$ cat src/rtl/cpu_pkg.sv
// cpu_pkg: shared definitions for the CPU sequencer and its sibling blocks.
// Holds the default address/instruction widths, the sequencer state
// encoding and the opcode values the instruction decoder works from.
package cpu_pkg;

  localparam int AW_DEF = 8;
  localparam int IW_DEF = 12;

  typedef enum logic [1:0] {
    ST_IDLE,
    ST_FETCH,
    ST_EXEC,
    ST_HALT
  } state_t;

  localparam logic [3:0] OP_LDA = 4'd0;
  localparam logic [3:0] OP_ADD = 4'd1;
  localparam logic [3:0] OP_SUB = 4'd2;
  localparam logic [3:0] OP_STA = 4'd3;
  localparam logic [3:0] OP_LDI = 4'd4;
  localparam logic [3:0] OP_OUT = 4'd5;
  localparam logic [3:0] OP_IN  = 4'd6;
  localparam logic [3:0] OP_JMP = 4'd7;
  localparam logic [3:0] OP_JC  = 4'd8;
  localparam logic [3:0] OP_JNC = 4'd9;
  localparam logic [3:0] OP_JZ  = 4'd10;
  localparam logic [3:0] OP_JNZ = 4'd11;
  localparam logic [3:0] OP_HLT = 4'd12;

endpackage

$ cat src/rtl/cpu_seq.sv
// cpu_seq: instruction sequencer for the lab CPU.
// Walks IDLE -> FETCH -> EXEC, fetching one instruction word per FETCH over
// a req/ack handshake, presenting the opcode to a sibling decoder and the
// immediate to the datapath, and updating the program counter from the
// decoder's jump/halt verdict during the single EXEC cycle.
//
// Ports:
//   clk, rst_n          clock, asynchronous active-low reset
//   run, step, clr      start level, single-step level, synchronous clear
//   imem_req/addr       fetch request and address (address = pc)
//   imem_ack/rdata      fetch completion and fetched word
//   ins, imm            opcode and immediate straight from the IR
//   exec_en             execute strobe, high only in EXEC
//   dec_jump, dec_hlt   decoder verdicts for the instruction in the IR
//   pc, halted, icount  program counter, HALT flag, retired-instruction count
module cpu_seq
  import cpu_pkg::*;
#(
  parameter int AW = AW_DEF,
  parameter int IW = IW_DEF
) (
  input  logic          clk,
  input  logic          rst_n,
  input  logic          run,
  input  logic          step,
  input  logic          clr,
  output logic          imem_req,
  output logic [AW-1:0] imem_addr,
  input  logic          imem_ack,
  input  logic [IW-1:0] imem_rdata,
  output logic [3:0]    ins,
  output logic [AW-1:0] imm,
  output logic          exec_en,
  input  logic          dec_jump,
  input  logic          dec_hlt,
  output logic [AW-1:0] pc,
  output logic          halted,
  output logic [15:0]   icount
);

  state_t        state_q, state_d;
  logic          started_q;
  logic [AW-1:0] pc_q;
  logic [IW-1:0] ir_q;
  logic [15:0]   icount_q;

  // State register. started_q stays low for the first edge after reset
  // release so that the first fetch cannot happen on that edge.
  always_ff @(posedge clk or negedge rst_n) begin
    if (!rst_n) begin
      state_q   <= ST_IDLE;
      started_q <= 1'b0;
    end else begin
      state_q   <= state_d;
      started_q <= 1'b1;
    end
  end

  // Next-state logic. Halt beats step; clr overrides everything, including
  // an ack arriving in the same cycle.
  always_comb begin
    state_d = state_q;
    unique case (state_q)
      ST_IDLE:  if (run && started_q) state_d = ST_FETCH;
      ST_FETCH: if (imem_ack) state_d = ST_EXEC;
      ST_EXEC: begin
        if (dec_hlt)   state_d = ST_HALT;
        else if (step) state_d = ST_IDLE;
        else           state_d = ST_FETCH;
      end
      ST_HALT:  state_d = ST_HALT;
      default:  state_d = ST_IDLE;
    endcase
    if (clr) state_d = ST_IDLE;
  end

  // Output decode: purely from state, so reset drops these immediately.
  always_comb begin
    imem_req = (state_q == ST_FETCH);
    exec_en  = (state_q == ST_EXEC);
    halted   = (state_q == ST_HALT);
  end

  // Program counter, instruction register and retired count. The IR only
  // loads on an ack inside FETCH; a halting EXEC still retires but keeps pc
  // on the halt instruction.
  always_ff @(posedge clk or negedge rst_n) begin
    if (!rst_n) begin
      pc_q     <= '0;
      ir_q     <= '0;
      icount_q <= '0;
    end else if (clr) begin
      pc_q     <= '0;
      ir_q     <= '0;
      icount_q <= '0;
    end else if (state_q == ST_FETCH && imem_ack) begin
      ir_q <= imem_rdata;
    end else if (state_q == ST_EXEC) begin
      if (icount_q != 16'hFFFF) icount_q <= icount_q + 16'd1;
      if (!dec_hlt) begin
        if (dec_jump) pc_q <= ir_q[AW-1:0];
        else          pc_q <= pc_q + AW'(1);
      end
    end
  end

  assign imem_addr = pc_q;
  assign pc        = pc_q;
  assign icount    = icount_q;
  assign ins       = ir_q[IW-1:IW-4];
  assign imm       = ir_q[AW-1:0];

endmodule
$ cat config.mk
export PLATFORM = sky130hd
export DESIGN_NAME = cpu_seq
export DESIGN_NICKNAME = d
export VERILOG_FILES = /design/src/rtl/cpu_pkg.sv /design/src/rtl/cpu_seq.sv
export SDC_FILE = /design/constraint.sdc
export NUM_CORES = 1
export LEC_CHECK = 0
export BUFFER_PORTS_ARGS = -buffer_cell sky130_fd_sc_hd__buf_2
export CORE_ASPECT_RATIO = 1.5
export CORE_MARGIN = 3
export CORE_UTILIZATION = 54
export CTS_CLUSTER_DIAMETER = 30
export DETAILED_ROUTE_END_ITERATION = 8
export PLACE_DENSITY = 0.85
export REMOVE_ABC_BUFFERS = 1
export SYNTH_ARGS = -nofsm -noshare
export SYNTH_HDL_FRONTEND = slang
export SYNTH_SLANG_ARGS = --single-unit
$ cat constraint.sdc
create_clock -name clk -period 3.1 [get_ports clk]
set_clock_uncertainty 0.15 [all_clocks]
set_input_delay 0.155 -clock clk [delete_from_list [all_inputs] [get_ports clk]]
set_output_delay 0.155 -clock clk [all_outputs]
set_load 0.03 [all_outputs]
==> flow_metrics.tcl, run 1 <==
set metrics [dict create \
    max_stage_delay_ns 0.74 \
    yosysUniqueCellTypes 49 \
    ios 67 \
    drt_iter0_markers 46 \
    synth_top_family_by_area "simple AND/OR/NAND/NOR gates" \
    cts_hold_buf 15 \
    cts-root-buf "clkbuf_8" \
    vdd_drop_max_mv 0.443 \
    avgSynthCellArea_um2 9.89 \
    portBuffers 66 \
    layout.nets 301 \
    yosys.area_share.simple_pct 21.3 \
    numCtsBuffers 5 \
    cts_resized 0 \
    clock_sinks 39 \
    floorplan.initialDensity_pct 58.3 \
    slew_headroom_pct 37.8 \
    ys_seq_area_share_pct 47.2 \
    post-route-period-util_pct 63.6 \
    synth-async-reset-ratio_pct 100 \
    grt_first_pass_wirelength_mm 8.33 \
    antenna_cells 0 \
    setup_viol 0 \
    hp-class "input port to flop" \
    place_area_mm2 0.00235 \
    muxShareOfSynthArea_pct 0.969 \
    core_mm2 0.00355 \
    clk-insertion-delay-late_ns 0.29 \
    crit_slowest_cell "a21oi_1" \
    synth-main-ff-cell "dfrtp_1" \
    cts_buffer_depth 2 \
    status "complete, no violations" \
    worstSetupEndpointType "flop" \
    die-area_mm2 0.00462 \
    drive_above_1_share_pct 28.7 \
    tightest_slew_ns 0.933 \
    fin_crit_ns 1.97 \
    post_drt_wl_per_cell_um 15.4 \
    grt_use_total_pct 23.3 \
    drc 0 \
    yosys.area_share.adder_pct 1.21 \
    whs_path_depth 3 \
    hold_viol 0 \
    die_h_um 81.8 \
    cts_tree "built" \
    powerDensity_mw_per_mm2 387 \
    p_leak_nw 1.31 \
    worst-endpoint-arrival_ns 2.05 \
    place.gp.congestion 0.780 \
    place_hpwl_mm 3.24 \
    crit_fanout 12 \
    fin_tns_setup_ns 0 \
    synth-edff-count 0 \
    ys_ff_latch 39 \
    rsz0062_at_grt "no" \
    cts_setup_buffers 0 \
    core.rowCount 26 \
    crit_path_start_kind "flop" \
    netlist_instances 209 \
    grt_antenna_before_repair 0 \
    maxCapViolations 0 \
    synth_compound_area_share_pct 19.6 \
    syn_to_final_growth_pct 25.1 \
    design_area_mm2 0.00258 \
    via_per_inst 5.75 \
    cp_cell_sequence "and2b_1 > a21oi_1 > a22o_1" \
    crit_type "flop to flop" \
    first_pass_iters 4 \
    dr_total_vias 1847 \
    grt_pass1_vias 1743 \
    gr-total-overflow 0 \
    n_fill_cell 269 \
    synth_area_mm2 0.00207 \
    max_freq_mhz 507 \
    h-tree-depth 2 \
    worst-r2r-cell-count 3 \
    synthXorXnorAreaFrac_pct 3.81 \
    drv_slew 0 \
    drt-total-wl_mm 4.93 \
    crit_family "compound AO/OA/AOI/OAI gates" \
    grt_max_degree 40 \
    die_width_um 56.5 \
    ys_warn_count 0 \
    crit_buf_inv 0 \
    r2r_slack_ns 1.13 \
    antenna_left 0 \
    clk_pin_slew_ns 0.07 \
    cp.depth 3 \
    cp.required_ns 3.18 \
]
[power by group]
group          internal (mW)  total [mW]  switching, mW
Sequential             0.519       0.533         0.0137
Combinational         0.0476       0.120         0.0728
Clock                  0.175       0.347          0.173
[final cells by class]
type | count | area [um2] | share of cell area, %
sequential | 39 | 976 | 37.8
timing repair buffer | 81 | 480 | 18.6
clock buffer | 6 | 82.6 | 3.19
tap | 42 | 52.6 | 2.03
inverter | 4 | 15.0 | 0.581
multi-input combinational | 148 | 973 | 37.7
clock inverter | 1 | 5.00 | 0.194
[stage by stage]
step / std cells / worst slack [ns] / power [mW] / utilization, % / hold WS [ns]
final: 321 / 1.13 / 1.00 / 72.9 / 0.0658
after global routing: 321 / 1.01 / 1.05 / 72.9 / 0.0918
after CTS: 321 / 1.16 / 1.01 / 72.9 / 0.0571
after detailed placement: 299 / 1.20 / 0.648 / 66.2 / 0.159
after global placement: 299 / 1.24 / 0.646 / 66.2 / 0.160
after floorplan: 191 / 1.23 / 0.596 / - / -0.291
[flip-flops by register name (all words and copies together) (netlist names)]
name / flops
state_q: 2
icount: 16
ir_q: 12
imem_addr: 8
started_q: 1
[final timing paths]
kind | end | startpoint
max | ir_q[5] | state_q[1]
min | state_q[1] | dec_hlt
max reg2reg | ir_q[5] | state_q[1]
min reg2reg | ir_q[10] | ir_q[10]
max in group asynchronous | icount[14] | rst_n
min in group asynchronous | icount[15] | rst_n
[cells by family (layout without fill, tap and decap cells)]
family / count (synthesis) / after routing
AND/OR/NAND/NOR: 73 / 73
AO/OA/AOI/OAI: 61 / 61
flip-flops: 39 / 39
buffers and inverters: 22 / 92
XOR/XNOR: 9 / 9
adder cells (fa/ha/maj): 2 / 2
multiplexers: 2 / 2
other: 1 / 1
[cell usage after synthesis, drive strengths merged, types with 2 or more instances]
cell / number / area share, %
xor2: 2 / 0.85
xnor2: 7 / 3.0
mux2i: 2 / 0.97
nor4: 6 / 2.5
a21oi: 12 / 2.9
nand3b: 4 / 2.1
nor2: 15 / 2.7
a31oi: 2 / 0.61
nand2b: 2 / 0.61
a22o: 12 / 5.1
nand4: 2 / 0.61
o21ai: 19 / 4.6
nor3b: 2 / 1.3
clkbuf: 6 / 1.1
buf: 12 / 3.9
nand3: 7 / 2.2
ha: 2 / 1.2
dfrtp: 39 / 47
nor3: 9 / 2.4
a211oi: 2 / 0.73
nand2: 13 / 2.4
and3: 3 / 0.91
nor2b: 2 / 0.61
a22oi: 2 / 0.73
and2b: 2 / 0.73
a311oi: 3 / 1.3
inv: 4 / 0.73
[per-layer routing]
layer	wire [um]	track usage, %	vias up
li1	-	-	893
met1	2040	28.5	885
met2	2510	39.6	63
met3	302	5.19	6
met4	67	9.74	0
met5	0	0	-
[worst reg2reg max path: stages, from the launching register on]
cell and delay [ns]:
dfrtp_1 0.50, and2b_1 0.24, a21oi_1 0.75, a22o_1 0.28
[cell usage in the layout (no fill, tap or decap), drive strengths merged, types with 2 or more instances in the layout]
| cell type | netlist | routed |
|---|---|---|
| buf | 12 | 66 |
| dfrtp | 39 | 39 |
| o21ai | 19 | 19 |
| nor2 | 15 | 15 |
| dlygate4sd3 | 0 | 15 |
| nand2 | 13 | 13 |
| a21oi | 12 | 12 |
| a22o | 12 | 12 |
| nor3 | 9 | 9 |
| xnor2 | 7 | 7 |
| nand3 | 7 | 7 |
| clkbuf | 6 | 6 |
| nor4 | 6 | 6 |
| inv | 4 | 4 |
| nand3b | 4 | 4 |
| a311oi | 3 | 3 |
| and3 | 3 | 3 |
| and2b | 2 | 2 |
| nor2b | 2 | 2 |
| mux2i | 2 | 2 |
| nand4 | 2 | 2 |
| nand2b | 2 | 2 |
| xor2 | 2 | 2 |
| a22oi | 2 | 2 |
| a211oi | 2 | 2 |
| a31oi | 2 | 2 |
| ha | 2 | 2 |
| nor3b | 2 | 2 |
Note: power is estimated with default switching activity, not from simulation.
==> run 2, diff against run 1 <==
--- a/config.mk
+++ b/config.mk
@@ -5,13 +5,14 @@
 export SDC_FILE = /design/constraint.sdc
 export NUM_CORES = 1
 export LEC_CHECK = 0
+export ABC_AREA = 1
 export BUFFER_PORTS_ARGS = -buffer_cell sky130_fd_sc_hd__buf_2
 export CORE_ASPECT_RATIO = 1.5
 export CORE_MARGIN = 3
-export CORE_UTILIZATION = 54
+export CORE_UTILIZATION = 46
 export CTS_CLUSTER_DIAMETER = 30
 export DETAILED_ROUTE_END_ITERATION = 8
-export PLACE_DENSITY = 0.85
+export PLACE_DENSITY = 0.76
 export REMOVE_ABC_BUFFERS = 1
 export SYNTH_ARGS = -nofsm -noshare
 export SYNTH_HDL_FRONTEND = slang
==> constraint.sdc (replaced) <==
create_clock -name clk -period 1.6 [get_ports clk]
set_clock_uncertainty 0.15 [all_clocks]
set_input_delay 0.08 -clock clk [delete_from_list [all_inputs] [get_ports clk]]
set_output_delay 0.08 -clock clk [all_outputs]
set_load 0.03 [all_outputs]
==> run 2 against run 1 <==
Net effect: final cell count increased by 40%; register-to-register slack got worse by 1.1 ns; cell area increased by 19%; combinational power increased to 5.0 times the previous value; clock power increased to 2.9 times the previous value; maximum frequency increased by 26%; utilization decreased by 6.4 points; critical path type unchanged.
==> flow_metrics.tcl, run 2 <==
set metrics [dict create \
    cts_buffer_depth 2 \
    first_pass_iters 4 \
    ys_warn_count 0 \
    r2r_slack_ns 0.04 \
    post-route-period-util_pct 97.7 \
    worstSetupEndpointType "flop" \
    synth_area_leaders "dfrtp_1 44%, nand2_1 14%, o21ai_0 6.7%" \
    synth-main-ff-cell "dfrtp_1" \
    layout_commonest_cell "nand2_1" \
    yosysUniqueCellTypes 28 \
    ys_ff_latch 39 \
    drt_iter0_markers 125 \
    grt_first_pass_wirelength_mm 10.6 \
    grt_max_degree 25 \
    die_width_um 62.9 \
    hold_viol 0 \
    drc 0 \
    syn_to_final_growth_pct 37.6 \
    worst-r2r-cell-count 8 \
    floorplan.initialDensity_pct 48.3 \
    drv_slew 0 \
    post_drt_wl_per_cell_um 13.8 \
    yosys.area.top_type "dfrtp_1" \
    layout.nets 405 \
    grt_use_total_pct 23.2 \
    powerDensity_mw_per_mm2 881 \
    clk-insertion-delay-late_ns 0.30 \
    status "complete, no violations" \
    cts-root-buf "clkbuf_8" \
    via_per_inst 5.06 \
    crit_slowest_cell "dfrtp_1" \
    synth_commonest_cells "81 x nand2_1, 39 x dfrtp_1, 32 x inv_1" \
    synth-async-reset-ratio_pct 100 \
    avgSynthCellArea_um2 7.78 \
    r2r-start "icount[1]" \
    cp.required_ns 1.67 \
    crit_type "flop to flop" \
    wl_met3_um 322 \
    worst-endpoint-arrival_ns 1.63 \
    design_area_mm2 0.00307 \
    crit_buf_inv 2 \
    grt_antenna_before_repair 0 \
    largest_reg_flops 16 \
    layout_common_cells "77 x nand2_1, 66 x buf_2, 34 x dfrtp_1, 30 x inv_1, 27 x o21ai_0" \
    synth-edff-count 0 \
    crit_fanout 5 \
    place_hpwl_mm 4.34 \
    tightest_slew_ns 0.508 \
    hp-class "input port to flop" \
    reg2reg_to "icount[4]" \
    core_mm2 0.00462 \
    synth_top_area_share_pct 43.7 \
    hp-start "step" \
    yosysMostFrequentCell "nand2_1" \
    synth_area_mm2 0.00223 \
    place.gp.congestion 0.862 \
    slew_headroom_pct 66.1 \
    fin_tns_setup_ns 0 \
    max_stage_delay_ns 0.38 \
    crit_family "simple AND/OR/NAND/NOR gates" \
    whs_path_depth 4 \
    routed.top_layer "met4" \
    ios 67 \
    fin_crit_ns 1.56 \
    ys_seq_area_share_pct 43.7 \
    gr-total-overflow 0 \
    clock_sinks 39 \
    maxCapViolations 0 \
    die_h_um 91.3 \
    setup_viol 0 \
    p_leak_nw 1.57 \
    crit_path_start_kind "flop" \
    portBuffers 66 \
    clk_pin_slew_ns 0.08 \
    core.rowCount 30 \
    hold_end "state_q[0]" \
    rsz0062_at_grt "yes" \
    dr_total_vias 2267 \
    antenna_left 0 \
    met2WireLength_mm 3.38 \
    cts_tree "built" \
    place_area_mm2 0.00271 \
    die-area_mm2 0.00574 \
    numCtsBuffers 5 \
    drt-total-wl_mm 6.17 \
    netlist_instances 287 \
    cp_cell_sequence "ha_2 > inv_2 > nor2_4 > nand4_4 > nand2_4 > buf_6 > nand2_1 > o21ai_2" \
    grt_pass1_vias 2257 \
    drive_above_1_share_pct 33.3 \
    max_freq_mhz 640 \
    antenna_cells 0 \
    vdd_drop_max_mv 0.590 \
    h-tree-depth 2 \
    met1Wirelength_mm 2.31 \
]
## run 2: per-stage QoR
stage	worst slack, ns	total power, mW	instances	utilization [%]	hold slack (ns)
3_3_place_gp	0.0635	1.68	422	58.6	-0.0803
2_1_floorplan	-0.266	1.46	273	-	-0.366
6_report	0.0370	2.71	448	66.5	0.0321
3_5_place_dp	0.000238	1.69	422	58.6	-0.0753
4_1_cts	0.0127	2.71	447	65.3	0.0348
5_1_grt	-0.0484	2.83	448	66.5	0.0622
## run 2: metal layers
layer / up-vias / track usage, %
met1: 1068 / 25.5
met5: - / 0
met4: 0 / 9.21
met3: 14 / 4.58
met2: 82 / 42.8
li1: 1103 / -
## run 2: final cells by class
class,instances,area [um2]
Clock buffer,6,72.6
Clock inverter,2,60.1
Fill cell,406,1550
Inverter,33,124
Multi-Input combinational cell,201,1070
Sequential cell,39,982
Tap cell,64,80.1
Timing Repair Buffer,103,683
## run 2: worst max-delay path by stage
stage,start,to,slack [ns],cells past startpoint
after global placement,icount[1],icount[1],0.06,8
after CTS,icount[1],icount[2],0.01,8
after detailed placement,icount[1],icount[14],0.0002,8
after floorplan,icount[0],icount[12],-0.27,8
after global routing,icount[1],icount[10],-0.05,8
final,icount[1],icount[4],0.04,8
## run 2: what timing repair did
item,4_1_cts,5_1_grt
hold endpoints to repair,55,0
pin swaps,1,6
resized for setup,2,23
hold buffers,17,0
setup buffers,0,1
setup endpoints to repair,4,23
## run 2: worst register-to-register path, cell delays in order, from the launching register on
cell and delay (ns):
dfrtp_1 0.38, ha_2 0.20, inv_2 0.04, nor2_4 0.18, nand4_4 0.16, nand2_4 0.14, buf_6 0.13, nand2_1 0.06
o21ai_2 0.05
## run 2: kinds of logic after synthesis
kind of cell	Yosys count	synth area share (%)
simple gates	140	28.4
buf+inv	47	10.2
compound gates	46	11.7
flops	39	43.7
xor+xnor	12	4.71
fa+ha+maj	2	1.12
other cells	1	0.168
## run 2: where the power goes
part | leakage (nW) | internal [mW] | switching (mW)
logic | 0.985 | 0.200 | 0.404
clock network | 0.0654 | 0.624 | 0.365
registers | 0.516 | 1.05 | 0.0609
total | 1.57 | 1.88 | 0.830
==> run 3, diff against run 2 <==
--- a/config.mk
+++ b/config.mk
@@ -6,6 +6,7 @@
 export NUM_CORES = 1
 export LEC_CHECK = 0
 export ABC_AREA = 1
+export ABC_CLOCK_PERIOD_IN_PS = 1600
 export BUFFER_PORTS_ARGS = -buffer_cell sky130_fd_sc_hd__buf_2
 export CORE_ASPECT_RATIO = 1.5
 export CORE_MARGIN = 3
@@ -13,6 +14,7 @@
 export CTS_CLUSTER_DIAMETER = 30
 export DETAILED_ROUTE_END_ITERATION = 8
 export PLACE_DENSITY = 0.76
+export RECOVER_POWER = 100
 export REMOVE_ABC_BUFFERS = 1
 export SYNTH_ARGS = -nofsm -noshare
 export SYNTH_HDL_FRONTEND = slang
==> run 3 against run 2 <==
Net effect: combinational power fell by 3.5%; via count rose by 0.44%; sequential share of layout area rose by 0.47 points; final cell count did not move; maximum frequency fell by 0.13%; sequential power barely moved; utilization fell by 1.1 points; largest cell class unchanged; largest power group unchanged.
==> flow_metrics.tcl, run 3 (synthesis results as in run 2) <==
set metrics [dict create \
    status "complete, no violations" \
    grt_antenna_before_repair 0 \
    crit_slowest_cell "dfrtp_1" \
    r2r-start "icount[1]" \
    clock_sinks 39 \
    utilization_pct 65.4 \
    drv_slew 0 \
    cts_buffer_depth 2 \
    first_pass_iters 4 \
    die_h_um 91.3 \
    layout_common_cells "77 x nand2_1, 37 x buf_2, 36 x dfrtp_1, 30 x inv_1, 29 x clkbuf_1" \
    place.gp.congestion 0.862 \
    core.rowCount 30 \
    portBuffers 66 \
    dp.cells 422 \
    rsz0062_at_grt "yes" \
    drt_iter0_markers 123 \
    crit_type "flop to flop" \
    drive_above_1_share_pct 25.5 \
    setup_ws_ns 0.0350 \
    largest_reg_flops 16 \
    clk_pin_slew_ns 0.08 \
    drc 0 \
    gr-total-overflow 0 \
    vdd_drop_max_mv 0.591 \
    worstSetupEndpointType "flop" \
    slew_headroom_pct 64.7 \
    finalPower_mw 2.69 \
    met2_usage_pct 42.8 \
    cp_cell_sequence "ha_2 > inv_2 > nor2_4 > nand4_4 > nand2_4 > buf_6 > nand2_1 > o21ai_2" \
    fin_crit_ns 1.57 \
    pre_cts_ws_ns 0.000238 \
    drt-total-wl_mm 6.23 \
    grt_use_total_pct 23.2 \
    place_hpwl_mm 4.34 \
    via_per_inst 5.08 \
    layout.nets 405 \
    hp-start "step" \
    layout_commonest_cell "nand2_1" \
    startpoint "icount[1]" \
    tightest_slew_ns 0.530 \
    use_met3_pct 4.58 \
    worst-endpoint-arrival_ns 1.64 \
    met1_usage_pct 25.5 \
    whs_path_depth 4 \
    core_mm2 0.00462 \
    hold_viol 0 \
    cts_tree "built" \
    grt_max_degree 25 \
    powerDensity_mw_per_mm2 890 \
    setup_viol 0 \
    cts-root-buf "clkbuf_8" \
    grt_first_pass_wirelength_mm 10.6 \
    crit_fanout 6 \
    dr_total_vias 2277 \
    p_leak_nw 1.46 \
    crit_path_start_kind "flop" \
    maxCapViolations 0 \
    hp-class "input port to flop" \
    worst-r2r-cell-count 8 \
    final_cells 448 \
    die-area_mm2 0.00574 \
    top_usage_layer "met2" \
    grt_pass1_vias 2257 \
    post-route-period-util_pct 97.8 \
    die_width_um 62.9 \
    clk-insertion-delay-late_ns 0.30 \
    floorplan.initialDensity_pct 48.3 \
    syn_to_final_growth_pct 35.2 \
    ios 67 \
    post_drt_wl_per_cell_um 13.9 \
    hold_slack_ns 0.0327 \
    max_freq_mhz 639 \
    max_stage_delay_ns 0.38 \
    antenna_left 0 \
    numCtsBuffers 5 \
    cp.required_ns 1.67 \
    antenna_cells 0 \
    h-tree-depth 2 \
]
==> run 3: changes by cell type in the layout (fill, tap and decap cells not counted), sizes merged <==
cell / delta
clkbuf: +30
buf: -30
==> run 3: worst paths after layout <==
check	endpoint	slack [ns]
min reg2reg	icount[1]	0.38
min	state_q[0]	0.03
max	icount[10]	0.03
max reg2reg	icount[10]	0.03
max in group asynchronous	icount[13]	0.26
min in group asynchronous	ir_q[2]	0.13
==> run 3: cell type report <==
cell class,count,area [um2]
Clock buffer,6,72.6
Clock inverter,2,60.1
Fill cell,431,1600
Inverter,33,124
Multi-Input combinational cell,201,1070
Sequential cell,39,980
Tap cell,64,80.1
Timing Repair Buffer,103,633
==> run 3: power breakdown <==
group / switching, mW / internal (mW) / total, mW
Clock: 0.365 / 0.624 / 0.989
Combinational: 0.404 / 0.179 / 0.583
Sequential: 0.0631 / 1.05 / 1.11
==> run 3: per-stage QoR <==
stage,area [um2],setup TNS [ns]
finish,3020,0
floorplan,2130,-4.87
global placement,2710,0
CTS,3010,0
detailed placement,2710,0
global route,3020,-0.517
==> run 3: timing repair <==
action / in CTS / in global routing
pin swaps: 1 / 6
hold buffers: 17 / 0
setup buffers: 0 / 1
setup endpoints to repair: 4 / 23
gates resized for setup: 2 / 23
endpoints found under the hold margin: 55 / 0
==> run 3: critical path, delay by kind of cell (launching register included) <==
| family | cells | cell delay, ns |
|---|---|---|
| fa+ha+maj | 1 | 0.20 |
| simple gates | 4 | 0.54 |
| flops | 1 | 0.38 |
| compound gates | 1 | 0.05 |
| buf+inv | 2 | 0.16 |
==> run 3: layer usage <==
layer / up-vias / part of all wire [%] / wire length (um)
met2: 91 / 55 / 3400
met4: 0 / 2.5 / 158
met5: - / 0 / 0
met3: 14 / 5.3 / 330
met1: 1067 / 38 / 2340
li1: 1105 / - / -
